### src/rtl/cpu_debug_ctrl.sv
// Run/halt/single-step controller and debug-view selector for the RV32I core.
// Debounces board keys, emits a one-cycle cpu_en pulse, picks the display value.
//
// Ports:
//   clk, rst            system clock, async active-high reset
//   key[3:0]            raw keys: run/halt, step, next reg, next view
//   pc, instr, reg_data CPU values that can be shown on the display
//   reg_addr            debug register address driven to the CPU
//   cpu_en              registered one-cycle CPU clock-enable pulse
//   halted              high whenever the controller is not running
//   view                one-hot display view: PC, REG, INSTR
//   number              registered value for the seven-segment display
//   step_count          number of cpu_en pulses since reset (wraps)
module cpu_debug_ctrl #(
  parameter int w_data          = 32,
  parameter int w_reg_addr      = 5,
  parameter int default_reg     = 10,
  parameter int debounce_cycles = 500000,
  parameter int run_div         = 50000000,
  parameter int start_running   = 1,
  parameter int w_step          = 16
) (
  input  logic                  clk,
  input  logic                  rst,
  input  logic [3:0]            key,
  input  logic [w_data-1:0]     pc,
  input  logic [w_data-1:0]     instr,
  input  logic [w_data-1:0]     reg_data,
  output logic [w_reg_addr-1:0] reg_addr,
  output logic                  cpu_en,
  output logic                  halted,
  output logic [2:0]            view,
  output logic [w_data-1:0]     number,
  output logic [w_step-1:0]     step_count
);

  localparam int w_db  = $clog2(debounce_cycles);
  localparam int w_div = $clog2(run_div);

  localparam logic [w_db-1:0]  db_last  = w_db'(debounce_cycles - 1);
  localparam logic [w_div-1:0] div_last = w_div'(run_div - 1);

  typedef enum logic [1:0] {
    s_run,
    s_halt,
    s_step
  } state_t;

  localparam state_t reset_state =
    (start_running != 0) ? s_run : s_halt;

  logic [3:0]      sync1;
  logic [3:0]      sync2;
  logic [3:0]      db;
  logic [3:0]      db_q;
  logic [w_db-1:0] db_cnt [4];
  logic [3:0]      press;

  state_t          state;
  logic [w_div-1:0] div;

  // One-cycle pulse on each accepted rising edge of a debounced key.
  assign press = db & ~db_q;

  // Synchroniser plus per-key debounce: a new level is accepted only
  // after it has been seen continuously for debounce_cycles cycles.
  always_ff @(posedge clk or posedge rst) begin
    if (rst) begin
      sync1 <= '0;
      sync2 <= '0;
      db    <= '0;
      db_q  <= '0;
      for (int i = 0; i < 4; i++) begin
        db_cnt[i] <= '0;
      end
    end else begin
      sync1 <= key;
      sync2 <= sync1;
      db_q  <= db;
      for (int i = 0; i < 4; i++) begin
        if (sync2[i] == db[i]) begin
          db_cnt[i] <= '0;
        end else if (db_cnt[i] == db_last) begin
          db[i]     <= sync2[i];
          db_cnt[i] <= '0;
        end else begin
          db_cnt[i] <= db_cnt[i] + w_db'(1);
        end
      end
    end
  end

  // Run/halt/step sequencer. The divider idles at zero outside RUN so
  // a resumed run always waits a full period before its first pulse.
  always_ff @(posedge clk or posedge rst) begin
    if (rst) begin
      state      <= reset_state;
      halted     <= (start_running == 0);
      cpu_en     <= 1'b0;
      div        <= '0;
      step_count <= '0;
    end else begin
      cpu_en <= 1'b0;
      div    <= '0;
      if (cpu_en) begin
        step_count <= step_count + w_step'(1);
      end
      case (state)
        s_run: begin
          if (press[0]) begin
            state  <= s_halt;
            halted <= 1'b1;
          end else if (div == div_last) begin
            cpu_en <= 1'b1;
          end else begin
            div <= div + w_div'(1);
          end
        end
        s_halt: begin
          if (press[0]) begin
            state  <= s_run;
            halted <= 1'b0;
          end else if (press[1]) begin
            state  <= s_step;
            cpu_en <= 1'b1;
          end
        end
        s_step: begin
          state <= s_halt;
        end
        default: begin
          state  <= s_halt;
          halted <= 1'b1;
        end
      endcase
    end
  end

  // Register / view selection and the display register.
  always_ff @(posedge clk or posedge rst) begin
    if (rst) begin
      reg_addr <= w_reg_addr'(default_reg);
      view     <= 3'b001;
      number   <= '0;
    end else begin
      if (press[2]) begin
        reg_addr <= reg_addr + w_reg_addr'(1);
      end
      if (press[3]) begin
        view <= {view[1:0], view[2]};
      end
      unique case (1'b1)
        view[0]: number <= pc;
        view[1]: number <= reg_data;
        view[2]: number <= instr;
        default: number <= pc;
      endcase
    end
  end

endmodule

### config.mk
export PLATFORM = sky130hd
export DESIGN_NAME = cpu_debug_ctrl
export DESIGN_NICKNAME = d
export VERILOG_FILES = /design/src/rtl/cpu_debug_ctrl.sv
export SDC_FILE = /design/constraint.sdc
export NUM_CORES = 1
export LEC_CHECK = 0
export CAP_MARGIN = 15
export CORE_MARGIN = 5
export CORE_UTILIZATION = 40
export CTS_CLUSTER_DIAMETER = 200
export DETAILED_ROUTE_END_ITERATION = 10
export HOLD_SLACK_MARGIN = 0.03
export SETUP_SLACK_MARGIN = 0.4
export SKIP_LAST_GASP = 1
export SLEW_MARGIN = 0
export SYNTH_ARGS = -nofsm -noshare
export SYNTH_HDL_FRONTEND = slang
export SYNTH_SLANG_ARGS = --single-unit
### constraint.sdc
create_clock -name clk -period 17 [get_ports clk]
set_input_delay 1.7 -clock clk [delete_from_list [all_inputs] [get_ports clk]]
set_output_delay 1.7 -clock clk [all_outputs]
set_load 0.05 [all_outputs]
==> qor.csv <==
metric,value,unit
CTS tree,done,
setup bufs post-CTS,0,
ys flop type,dfrtp_1,
core region area,0.0203,mm²
fmax,271,MHz
deepest clock path buffer count,2,
Setup CP Type,register to output port,
crit-path max FO,36,
Max Cap Violations,0,
H-tree depth,4,
Inserted Diodes,0,
post-route ant nets,0,
mapped cell area,0.00827,mm²
DIE HEIGHT,154,µm
FF+latch area,0.00446,mm²
most frequent cells in the layout,"dfrtp_1, clkdlybuf4s50_1, nand2_1",
"Setup violations, final",0,
DR vias,6505,
Tmin final,3690,ps
worst r2r path cells,4,
clk root buf,clkbuf_16,
outcome,"complete, no violations",
initial drt markers,428,
Final Skew,8.04,ps
Top-Level Pins,160,
TNS Setup,0,ps
maximum vdd ir drop,0.0597,mV
"Slowest-stage cell, CP",clkdlybuf4s50_1,
placed cells,1227,
syn_area_per_cell,10.1,µm²
Syn-to-layout area delta,29.3,%
nets@finish,1085,
vias in the first global route,6395,
GRT Util Overall,16.2,%
Min-Delay Path Class,register to register,
Setup crit end kind,output port,
post-synthesis register bit count,178,
Std-Cell Rows,52,
sequential cell area fraction in the yosys report,53.9,%
Crit path arrival time,1990,ps
final wirelength,19.1,mm
"Distinct cells, synth",43,
R2R setup slack,14750,ps
CP required,15300,ps
buffers added on ports,159,
Yosys Warn Count,0,
unrepaired setup endpoints after global routing,false,
clock sink count,178,
"FFs w/ async S/R, synth",100,%
Tot Pwr,0.888,mW
first drt pass iteration count,5,
global-route wire length before repair,31.6,mm
total grt overflow,0,
Placement Cell Area,0.0101,mm²
Initial Util,40.8,%
power per cell area,83.0,mW/mm²
"most common cell after layout, fill and taps aside",dfrtp_1,
CP Cell Sequence,buf_4 > clkdlybuf4s50_1,
Mapped Cells,822,
Worst-path clk slew,70,ps
final HPWL from detailed placement,13.6,mm
share of cells above drive strength 1,6.98,%
largest net degree at the start of global routing,121,
"EDFF count, synth",0,
drt drc,0,
Post-CTS Resized,0,
actual slew at the worst max-slew pin,833,ps
Multi-input gate area,0.00359,mm²
total CTS buffers,17,
initial antenna violation count,0,
clk_lat worst skew,420,ps
hold_buf cts,0,
Tcrit/Tclk final,21.7,%
final hold violation count,0,
cell area after layout,0.0107,mm²
fill count,1890,
GPL Wtd Cong,0.785,
hold depth,0,
WL/cell,15.2,µm
startpoint types,register,
Die X-Extent,154,µm
DR vias/cell,5.17,
final cell count without fillers,1259,
"Net Count, Synth",931,
die area,0.0237,mm²
CP peak stage delay,890,ps
cell leakage power,4.36,nW
worst rel slew slack,44.4,%
pins over their slew limit,0,
-- layer usage --
metal / global-route usage (%) / wire (µm)
met1: 20.5 / 8360
met2: 25.9 / 8880
met3: 6.60 / 1660
met4: 4.25 / 190
met5: 0 / 0
-- worst paths after layout --
kind                                 startpoint                    to
min in group asynchronous                   rst     div[24]$_DFF_PP0_
min reg2reg                  sync1[2]$_DFF_PP0_    sync2[2]$_DFF_PP0_
min                          sync1[2]$_DFF_PP0_    sync2[2]$_DFF_PP0_
max reg2reg                db_cnt[10]$_DFF_PP0_   db_cnt[8]$_DFF_PP0_
max                         view[1]$_DFFE_PP0P_               view[1]
max in group asynchronous                   rst  db_cnt[46]$_DFF_PP0_
-- power breakdown --
part,internal [mW],switching [mW]
Sequential,0.431,0.00411
Clock,0.221,0.165
Combinational,0.0312,0.0362
Total,0.683,0.205
-- cells in the mapped netlist, types with 5 or more instances --
master	number	area share [%]
xor2_1	26	2.8
clkbuf_1	20	0.91
and2_1	6	0.45
nand4_1	34	2.6
dfrtp_1	175	53
ha_1	7	1.1
and4_1	8	0.85
nor3_1	21	1.3
nand3_1	37	2.2
or4_1	18	1.6
and3_1	5	0.38
or2_2	8	0.60
nor4_1	17	1.3
nand2_1	106	4.8
mux2_2	9	1.2
or3_1	20	1.5
nor2_1	79	3.6
a21oi_1	35	2.1
xnor2_1	54	5.7
o21ai_0	18	1.1
o31ai_1	17	1.5
inv_1	25	1.1
buf_2	6	0.36
a22oi_1	33	3.0
-- kinds of logic (layout without fill, tap and decap cells) --
family	Yosys count	in the layout	share of synthesized area, %
compound gates	108	108	8.50
buf+inv	55	222	2.77
simple gates	385	385	24.1
xor+xnor	80	80	8.47
mux	9	9	1.23
fa+ha+maj	7	7	1.06
flops	178	178	53.9
-- worst max-delay path, delay by kind of cell, from the launching register on --
family,cells,cell delay [ps]
DFF,1,320
buffers and inverters,2,1240
-- layout make-up --
class / count / area share, %
flip-flops and latches: 178 / 41.7
clock buffers: 20 / 4.17
multi-input cells: 589 / 33.5
well taps: 270 / 3.16
inverters: 25 / 0.947
clock inverters: 12 / 1.23
repair buffers: 165 / 15.3
-- stage by stage --
| step | setup slack, ps | hold slack (ps) | utilization, % |
|---|---|---|---|
| 2_1_floorplan | 10470 | 331 | - |
| 3_3_place_gp | 13300 | 333 | 49.9 |
| 3_5_place_dp | 13330 | 336 | 49.9 |
| 6_report | 13310 | 349 | 52.7 |
| 4_1_cts | 13280 | 351 | 52.7 |
| 5_1_grt | 13240 | 355 | 52.7 |
-- sequential cells by signal, summed over array words and instances (netlist names), 2 cells and up --
signal / cells
step_count: 16
state: 2
db_cnt: 76
reg_addr: 5
number: 32
view: 3
db_q: 4
sync2: 4
sync1: 4
db: 4
div: 26
Note: power is estimated with default switching activity, not from simulation.
